===== src/rtl/lcd_pkg.sv =====
// Shared state encoding, init ROM contents and timing helper for the HD44780 sequencer.
// LCD_4BIT_EN adds the second-nibble state and the nibble-mode init ROM.
package lcd_pkg;

    localparam logic [2:0] ST_PWR_WAIT = 3'd0;
    localparam logic [2:0] ST_LOAD     = 3'd1;
    localparam logic [2:0] ST_STROBE   = 3'd2;
    localparam logic [2:0] ST_WAIT_FIN = 3'd3;
    localparam logic [2:0] ST_DELAY    = 3'd4;
    localparam logic [2:0] ST_IDLE     = 3'd5;
    localparam logic [2:0] ST_NIB2     = 3'd6;

    typedef enum logic [2:0] {
        S_PWR_WAIT = ST_PWR_WAIT,
        S_LOAD     = ST_LOAD,
        S_STROBE   = ST_STROBE,
        S_WAIT_FIN = ST_WAIT_FIN,
        S_DELAY    = ST_DELAY,
        S_IDLE     = ST_IDLE
`ifdef LCD_4BIT_EN
        , S_NIB2   = ST_NIB2
`endif
    } state_t;

    localparam logic [7:0] OP_CLEAR = 8'h01;
    localparam logic [7:0] OP_HOME  = 8'h02;

    localparam int unsigned INIT_LEN_8 = 8;
    localparam int unsigned INIT_LEN_4 = 9;

    function automatic logic [7:0] init_rom_8(input logic [3:0] idx);
        logic [7:0] b;
        case (idx)
            4'd0, 4'd1, 4'd2, 4'd3: b = 8'h38;
            4'd4:    b = 8'h08;
            4'd5:    b = OP_CLEAR;
            4'd6:    b = 8'h06;
            default: b = 8'h0C;
        endcase
        return b;
    endfunction

    // Entry is {nibble_only, byte}; a nibble-only entry carries its nibble in [7:4].
    function automatic logic [8:0] init_rom_4(input logic [3:0] idx);
        logic [8:0] e;
        case (idx)
            4'd0, 4'd1, 4'd2: e = {1'b1, 8'h30};
            4'd3:    e = {1'b1, 8'h20};
            4'd4:    e = {1'b0, 8'h28};
            4'd5:    e = {1'b0, 8'h08};
            4'd6:    e = {1'b0, OP_CLEAR};
            4'd7:    e = {1'b0, 8'h06};
            default: e = {1'b0, 8'h0C};
        endcase
        return e;
    endfunction

    // Clear and return-home are the only commands needing the long execution delay.
    function automatic logic is_clear_home(input logic rs, input logic [7:0] d);
        return !rs && (d[7:2] == 6'd0) && (d != 8'h00);
    endfunction

    function automatic int unsigned us_to_cycles(input int unsigned us, input int unsigned clk_hz);
        return 32'((64'(us) * 64'(clk_hz) + 64'd999_999) / 64'd1_000_000);
    endfunction

endpackage


===== src/rtl/lcd_delay_timer.sv =====
// Down-counter delay: done is high N cycles after loading N (a load of 0 behaves as 1).
// Reset preloads RST_VAL so the power-on wait starts without an explicit load.
module lcd_delay_timer #(
    parameter int unsigned    W       = 16,
    parameter logic [W-1:0]   RST_VAL = '0
) (
    input  logic         clk,
    input  logic         rst,
    input  logic         i_load,
    input  logic [W-1:0] i_load_val,
    output logic         o_done
);

    logic [W-1:0] r_cnt;

    always_ff @(posedge clk or posedge rst) begin
        if (rst)
            r_cnt <= RST_VAL;
        else if (i_load)
            r_cnt <= (i_load_val == '0) ? W'(1) : i_load_val;
        else if (r_cnt != '0)
            r_cnt <= r_cnt - W'(1);
    end

    assign o_done = (r_cnt <= W'(1));

endmodule


===== src/rtl/lcd_cmd_sequencer.sv =====
// HD44780 write-path sequencer: power-on init from ROM, then client bytes, each followed
// by the controller execution delay. Define LCD_4BIT_EN for the 4-bit (two-nibble) interface.
module lcd_cmd_sequencer
    import lcd_pkg::*;
#(
    parameter int unsigned CLK_HZ     = 50_000_000,
    parameter int unsigned T_PWRON_US = 15000,
    parameter int unsigned T_FS1_US   = 4100,
    parameter int unsigned T_CMD_US   = 40,
    parameter int unsigned T_CLEAR_US = 1640
) (
    input  logic       clk,
    input  logic       rst,
    input  logic       i_req_valid,
    output logic       o_req_ready,
    input  logic       i_req_rs,
    input  logic [7:0] i_req_data,
    output logic       o_init_done,
    output logic       o_wc_wr_enable,
    output logic       o_wc_reg_sel,
    input  logic       i_wc_wr_finish,
    output logic [7:0] o_lcd_db
);

    localparam int unsigned C_PWRON = us_to_cycles(T_PWRON_US, CLK_HZ);
    localparam int unsigned C_FS1   = us_to_cycles(T_FS1_US, CLK_HZ);
    localparam int unsigned C_CMD   = us_to_cycles(T_CMD_US, CLK_HZ);
    localparam int unsigned C_CLEAR = us_to_cycles(T_CLEAR_US, CLK_HZ);
    localparam int unsigned C_M1    = (C_PWRON > C_FS1) ? C_PWRON : C_FS1;
    localparam int unsigned C_M2    = (C_CMD > C_CLEAR) ? C_CMD : C_CLEAR;
    localparam int unsigned C_MAX   = (C_M1 > C_M2) ? C_M1 : C_M2;
    localparam int unsigned TW      = $clog2(C_MAX + 1);
`ifdef LCD_4BIT_EN
    localparam logic [3:0]  INIT_LAST = 4'(INIT_LEN_4 - 1);
`else
    localparam logic [3:0]  INIT_LAST = 4'(INIT_LEN_8 - 1);
`endif

    state_t        r_state, w_next;
    logic [3:0]    r_rom_idx;
    logic          r_req_rs, r_cur_rs, r_rs;
    logic [7:0]    r_req_data, r_cur_byte, r_db;
    logic          r_init_done, r_ready, r_wr_en;
    logic          w_tmr_load, w_tmr_done, w_last_nib, w_src_rs;
    logic [TW-1:0] w_tmr_val;
    logic [7:0]    w_rom_byte, w_src_byte;

`ifdef LCD_4BIT_EN
    logic [8:0]    w_rom;
    logic          w_src_nib;
    logic          r_lo;        // current strobe is the final one of this entry
    assign w_rom      = init_rom_4(r_rom_idx);
    assign w_rom_byte = w_rom[7:0];
    assign w_src_nib  = r_init_done ? 1'b0 : w_rom[8];
    assign w_last_nib = r_lo;
`else
    assign w_rom_byte = init_rom_8(r_rom_idx);
    assign w_last_nib = 1'b1;
`endif

    assign w_src_rs   = r_init_done ? r_req_rs : 1'b0;
    assign w_src_byte = r_init_done ? r_req_data : w_rom_byte;
    assign w_tmr_load = (r_state == S_WAIT_FIN) && i_wc_wr_finish;

    // Delay is chosen from the byte actually written, so ROM and client clears match.
    always_comb begin
        w_tmr_val = TW'(C_CMD);
        if (!w_last_nib)
            w_tmr_val = TW'(C_CMD);
        else if (!r_init_done && r_rom_idx == 4'd0)
            w_tmr_val = TW'(C_FS1);
        else if (is_clear_home(r_cur_rs, r_cur_byte))
            w_tmr_val = TW'(C_CLEAR);
    end

    lcd_delay_timer #(
        .W       (TW),
        .RST_VAL (TW'(C_PWRON))
    ) u_timer (
        .clk        (clk),
        .rst        (rst),
        .i_load     (w_tmr_load),
        .i_load_val (w_tmr_val),
        .o_done     (w_tmr_done)
    );

    always_comb begin
        w_next = r_state;
        case (r_state)
            S_PWR_WAIT: if (w_tmr_done) w_next = S_LOAD;
            S_LOAD:     w_next = S_STROBE;
`ifdef LCD_4BIT_EN
            S_NIB2:     w_next = S_STROBE;
`endif
            S_STROBE:   w_next = S_WAIT_FIN;
            S_WAIT_FIN: if (i_wc_wr_finish) w_next = S_DELAY;
            S_DELAY: begin
                if (w_tmr_done) begin
`ifdef LCD_4BIT_EN
                    if (!w_last_nib)
                        w_next = S_NIB2;
                    else
`endif
                    if (r_init_done || r_rom_idx == INIT_LAST)
                        w_next = S_IDLE;
                    else
                        w_next = S_LOAD;
                end
            end
            S_IDLE:     if (i_req_valid) w_next = S_LOAD;
            default:    w_next = S_PWR_WAIT;
        endcase
    end

    always_ff @(posedge clk or posedge rst) begin
        if (rst) begin
            r_state     <= S_PWR_WAIT;
            r_rom_idx   <= 4'd0;
            r_init_done <= 1'b0;
            r_ready     <= 1'b0;
            r_wr_en     <= 1'b0;
            r_rs        <= 1'b0;
            r_db        <= 8'h00;
            r_req_rs    <= 1'b0;
            r_req_data  <= 8'h00;
            r_cur_rs    <= 1'b0;
            r_cur_byte  <= 8'h00;
`ifdef LCD_4BIT_EN
            r_lo        <= 1'b0;
`endif
        end else begin
            r_state <= w_next;
            r_ready <= (w_next == S_IDLE);
            r_wr_en <= (w_next == S_STROBE);
            if (r_state == S_IDLE && i_req_valid) begin
                r_req_rs   <= i_req_rs;
                r_req_data <= i_req_data;
            end
            if (r_state == S_LOAD) begin
                r_cur_rs   <= w_src_rs;
                r_cur_byte <= w_src_byte;
                r_rs       <= w_src_rs;
`ifdef LCD_4BIT_EN
                r_db       <= {w_src_byte[7:4], 4'h0};
                r_lo       <= w_src_nib;
`else
                r_db       <= w_src_byte;
`endif
            end
`ifdef LCD_4BIT_EN
            if (r_state == S_NIB2) begin
                r_db <= {r_cur_byte[3:0], 4'h0};
                r_lo <= 1'b1;
            end
`endif
            if (r_state == S_DELAY && w_tmr_done && w_last_nib && !r_init_done) begin
                if (r_rom_idx == INIT_LAST)
                    r_init_done <= 1'b1;
                else
                    r_rom_idx <= r_rom_idx + 4'd1;
            end
        end
    end

    assign o_req_ready    = r_ready;
    assign o_init_done    = r_init_done;
    assign o_wc_wr_enable = r_wr_en;
    assign o_wc_reg_sel   = r_rs;
    assign o_lcd_db       = r_db;

endmodule

===== config.mk =====
export PLATFORM = sky130hd
export DESIGN_NAME = lcd_cmd_sequencer
export DESIGN_NICKNAME = d
export VERILOG_FILES = /design/src/rtl/lcd_pkg.sv /design/src/rtl/lcd_delay_timer.sv /design/src/rtl/lcd_cmd_sequencer.sv
export SDC_FILE = /design/constraint.sdc
export NUM_CORES = 1
export LEC_CHECK = 0
export CAP_MARGIN = 20
export CORE_MARGIN = 2
export CORE_UTILIZATION = 35
export DETAILED_ROUTE_END_ITERATION = 8
export GPL_ROUTABILITY_DRIVEN = 0
export PLACE_DENSITY = 0.57
export SLEW_MARGIN = 20
export SYNTH_ARGS = -nofsm -noshare
export SYNTH_HDL_FRONTEND = slang
export SYNTH_SLANG_ARGS = --single-unit
export TNS_END_PERCENT = 10

===== constraint.sdc =====
create_clock -name clk -period 2.91 [get_ports clk]
set_input_delay 0.582 -clock clk [delete_from_list [all_inputs] [get_ports clk]]
set_output_delay 0.582 -clock clk [all_outputs]
set_load 0.02 [all_outputs]

==> results summary <==
On the worst path, the slowest cell contributes a delay of 0.53 ns. Setup repair after global routing left no endpoint under its margin. The number of clock sinks came out at 48. The library cell with the largest summed area after synthesis is dfrtp_1. The slew at the pin closest to its max-slew limit came out at 0.5833 ns.

For this run, design rule violations remaining after detail routing come to 0. The number of hold-slack violations in the final timing report is 0. The final cell area excluding filler cells came out at 3038 um2. The flow ran to the end, and the final reports show no timing, DRC or antenna violations.

TritonCTS built the clock tree. The startpoint of the worst register-to-register path is u_timer.r_cnt[0]. The remaining antenna violation count after routing is 0. The commonest cells after synthesis are nor2_1 (39), dfrtp_1 (38), nand2_1 (21), a21oi_1 (14). The critical hold path startpoint is u_timer.r_cnt[19]. For this run, the post-layout net count is 304. Clock tree synthesis selected as its root buffer the cell clkbuf_8. The total setup buffers inserted after CTS came out at 0. The post-synthesis sequential element count came out at 48. The die covers 7981 um2. The count of mapped cells out of synthesis came out at 256.

The synthesized design devotes to its leading area cell type 37.31% of total area. The max-capacitance violation count came out at 0. The global-route wire length before repair came out at 9.549 mm.

Traced cell by cell, the critical path runs through inv_1 -> ha_1 -> nor2_1 -> or4_1 -> nor3_4 -> nand3b_1 -> mux2_2. Averaged over all synthesized cells, the footprint is 9.956 um2. Counting flops with an async set or reset pin after synthesis yields a share of 100.0%.

The smallest clock period supported by the final layout is computed as 2.243 ns. The chip width is 89.34 um. The most instantiated library cell after synthesis is nor2_1. The reg-to-reg setup timing slack came out at 0.67 ns. The first-pass iteration count of the detailed router is 4. The number of buffers on the longest clock path is 2. In the routed layout, each cell is associated on average with a via count of 4.911.

The tightest slew margin relative to the limit is 60.91%. In this run the vertical extent of the chip is 89.34 um. Entering global routing, the biggest net connects 28 pins. The number of rows created at floorplan is 31. The capturing point of the worst reg2reg path is r_rom_idx[2]. The half-perimeter wire length after detailed placement is 3.984 mm.

The data arrival time of the critical path came out at 2.44 ns. In this run the count of I/O pins placed on the die edge is 25. Synthesis instantiated 54 different standard cells from the library. The worst hold path depth came out at 2. The fraction of the cycle the final worst path needs came out at 77.09%.

The fraction of final layout cells sized beyond drive strength 1 is 17.89%. For the worst setup path, the data required time is 3.11 ns. Global routing used 15.68% of the available tracks. The count of hold buffers inserted by post-cts repair is 0. The growth of design area from synthesis to finish is 19.19%. The highest fanout seen on the critical path came out at 9. Setup violations remaining at the end of the flow were counted as 0. The number of global-route vias before repair is 1,930. The depth of the most critical reg-to-reg path is 7.

The clock reaches the later pin of the worst-skew pair after 0.31 ns. The nature of the critical path endpoint is a flop. The detailed router finished its first iteration with 50 violations.

The highest attainable clock frequency is 445.8 MHz. For hold timing, the worst endpoint is u_timer.r_cnt[19]. The number of nets in the synthesized netlist came out at 276. In the synthesized netlist the dominant register cell turns out to be dfrtp_1. The number of max-slew violations in the final report is 0. The aggregate negative setup slack came out at 0 ns. The placeable core region came out at 7137 um2.

The sequential cell area fraction in the yosys report is 47.62%. The via count came out at 1,886. The type of the setup path with the least slack is flop to flop. STA classifies the critical path startpoint as a flop. The final clock skew is 0.009820 ns. The number of gates resized after CTS came out at 0. The mapped cell area is 2549 um2.

The tightest min-delay check is of the flop to flop type. Port buffering added 24 buffers. Summed over all layers, the global routing overflow is 0.

The count of yosys warnings during synthesis is 0. The total inserted antenna cells is 0. In this run the number of H-tree levels came out at 2. The initial antenna violation count is 0. The starting density of the core came out at 35.71%.

The routed wire length is 5.515 mm. The total clock buffers created by CTS is 5. The cell area power density came out at 794.9 nW/um2.

The worst ir drop on vdd came out at 0.3796 mV. The standby leakage power is 1.254 nW. After clock tree synthesis, the clock-pin slew on the worst setup and hold paths is 0.10 ns. On the critical path, the stage with the largest delay is an instance of or4_1.

The average wire per standard cell came out at 14.36 um. Once placement finished, the instance area stood at 2922 um2. By area the synthesized netlist is led by dfrtp_1 (37%), dfstp_2 (10%), nor2_1 (5.7%), mux2_2 (4.4%), xnor2_1 (4.1%). The number of enable-type register cells in the synthesized netlist came out at 0.
[routing by layer]
layer  global-route usage (%)  wire [um]  part of all wire [%]
met5                        0          0                     0
met4                    4.613         57                   1.0
met3                    3.324        181                   3.3
met2                    25.52       2663                    48
met1                    21.08       2613                    47
[cell type report]
class	instances	area, um2
clock buffers	5	68.82
clock inverters	3	47.55
fillers	714	4099
inverters	9	33.78
multi-input cells	191	1260
flip-flops and latches	48	1214
well taps	99	123.9
repair buffers	29	290.3
[worst max path at each step]
stage / start / slack (ns) / depth (start not counted) / to
after floorplan: u_timer.r_cnt[0] / 0.90 / 8 / r_rom_idx[2]
after global placement: i_req_valid / 0.74 / 3 / r_req_data[6]
after detailed placement: u_timer.r_cnt[0] / 0.67 / 7 / r_rom_idx[2]
after CTS: o_init_done / 0.64 / 1 / o_init_done
after global routing: u_timer.r_cnt[0] / 0.54 / 7 / r_rom_idx[2]
final: u_timer.r_cnt[0] / 0.67 / 7 / r_rom_idx[2]
[critical path, delay by kind of cell, from the launching register on]
family,cells,cell delay (ns)
and+or+nand+nor,4,0.98
DFF,1,0.42
adders and majority gates,1,0.35
muxes,1,0.28
buffers and inverters,1,0.12
[cell families (layout without fill, tap and decap cells)]
| logic type | count (synthesis) | after routing | share of synthesized area [%] |
|---|---|---|---|
| DFF | 48 | 48 | 47.62 |
| xor gates and xnor gates | 14 | 14 | 4.811 |
| muxes | 12 | 12 | 5.204 |
| buffers and inverters | 17 | 46 | 2.945 |
| adders and majority gates | 7 | 7 | 3.436 |
| and+or+nand+nor | 117 | 117 | 24.94 |
| AOI/OAI and AO/OA | 41 | 41 | 11.05 |
[power by group]
part | total [W] | switching, W | internal (W)
Sequential | 0.00108 | 0.000194 | 0.000885
Combinational | 0.000835 | 0.000447 | 0.000388
Clock | 0.000501 | 0.000242 | 0.000259
[registers in the layout (all words and copies together), names as in the netlist]
name / cells
o_lcd_db: 8
r_req_rs: 1
o_req_ready: 1
o_init_done: 1
u_timer.r_cnt: 20
o_wc_reg_sel: 1
r_req_data: 8
o_wc_wr_enable: 1
r_rom_idx: 4
r_state: 3
[placed cells by master, fill, tap and decap left out, types with 2 or more instances in the layout]
| cell | count |
|---|---|
| a31o_2 | 2 |
| nand3_2 | 2 |
| clkbuf_8 | 5 |
| a31oi_1 | 2 |
| o21ai_0 | 6 |
| and3_1 | 3 |
| clkinv_4 | 2 |
| dfrtp_1 | 38 |
| a221oi_1 | 3 |
| nand2_1 | 21 |
| clkdlybuf4s50_1 | 24 |
| nor4_1 | 4 |
| xor2_1 | 2 |
| nand4_1 | 2 |
| nand3_1 | 12 |
| nand2_2 | 2 |
| nand4b_1 | 3 |
| buf_4 | 4 |
| a21oi_1 | 14 |
| mux2_2 | 10 |
| nand3b_1 | 3 |
| ha_1 | 7 |
| dfstp_2 | 10 |
| or4_1 | 2 |
| nand2b_1 | 4 |
| and2_1 | 2 |
| xnor2_1 | 12 |
| mux2i_1 | 2 |
| a21o_1 | 4 |
| inv_1 | 7 |
| nor3_1 | 6 |
| nor2_1 | 39 |
[through the flow]
stage / hold WS, ns / total power (W) / util (%) / setup WS (ns) / std cells
floorplan: 0.4606 / 0.001664 / - / 0.8988 / 256
global placement: 0.4804 / 0.001910 / 40.94 / 0.7373 / 376
detailed placement: 0.4838 / 0.001932 / 40.94 / 0.6711 / 376
CTS: 0.4986 / 0.002444 / 42.57 / 0.6416 / 384
global route: 0.5179 / 0.002611 / 42.57 / 0.5424 / 384
finish: 0.4985 / 0.002415 / 42.57 / 0.6666 / 384
(Power assumes the default switching activity.)
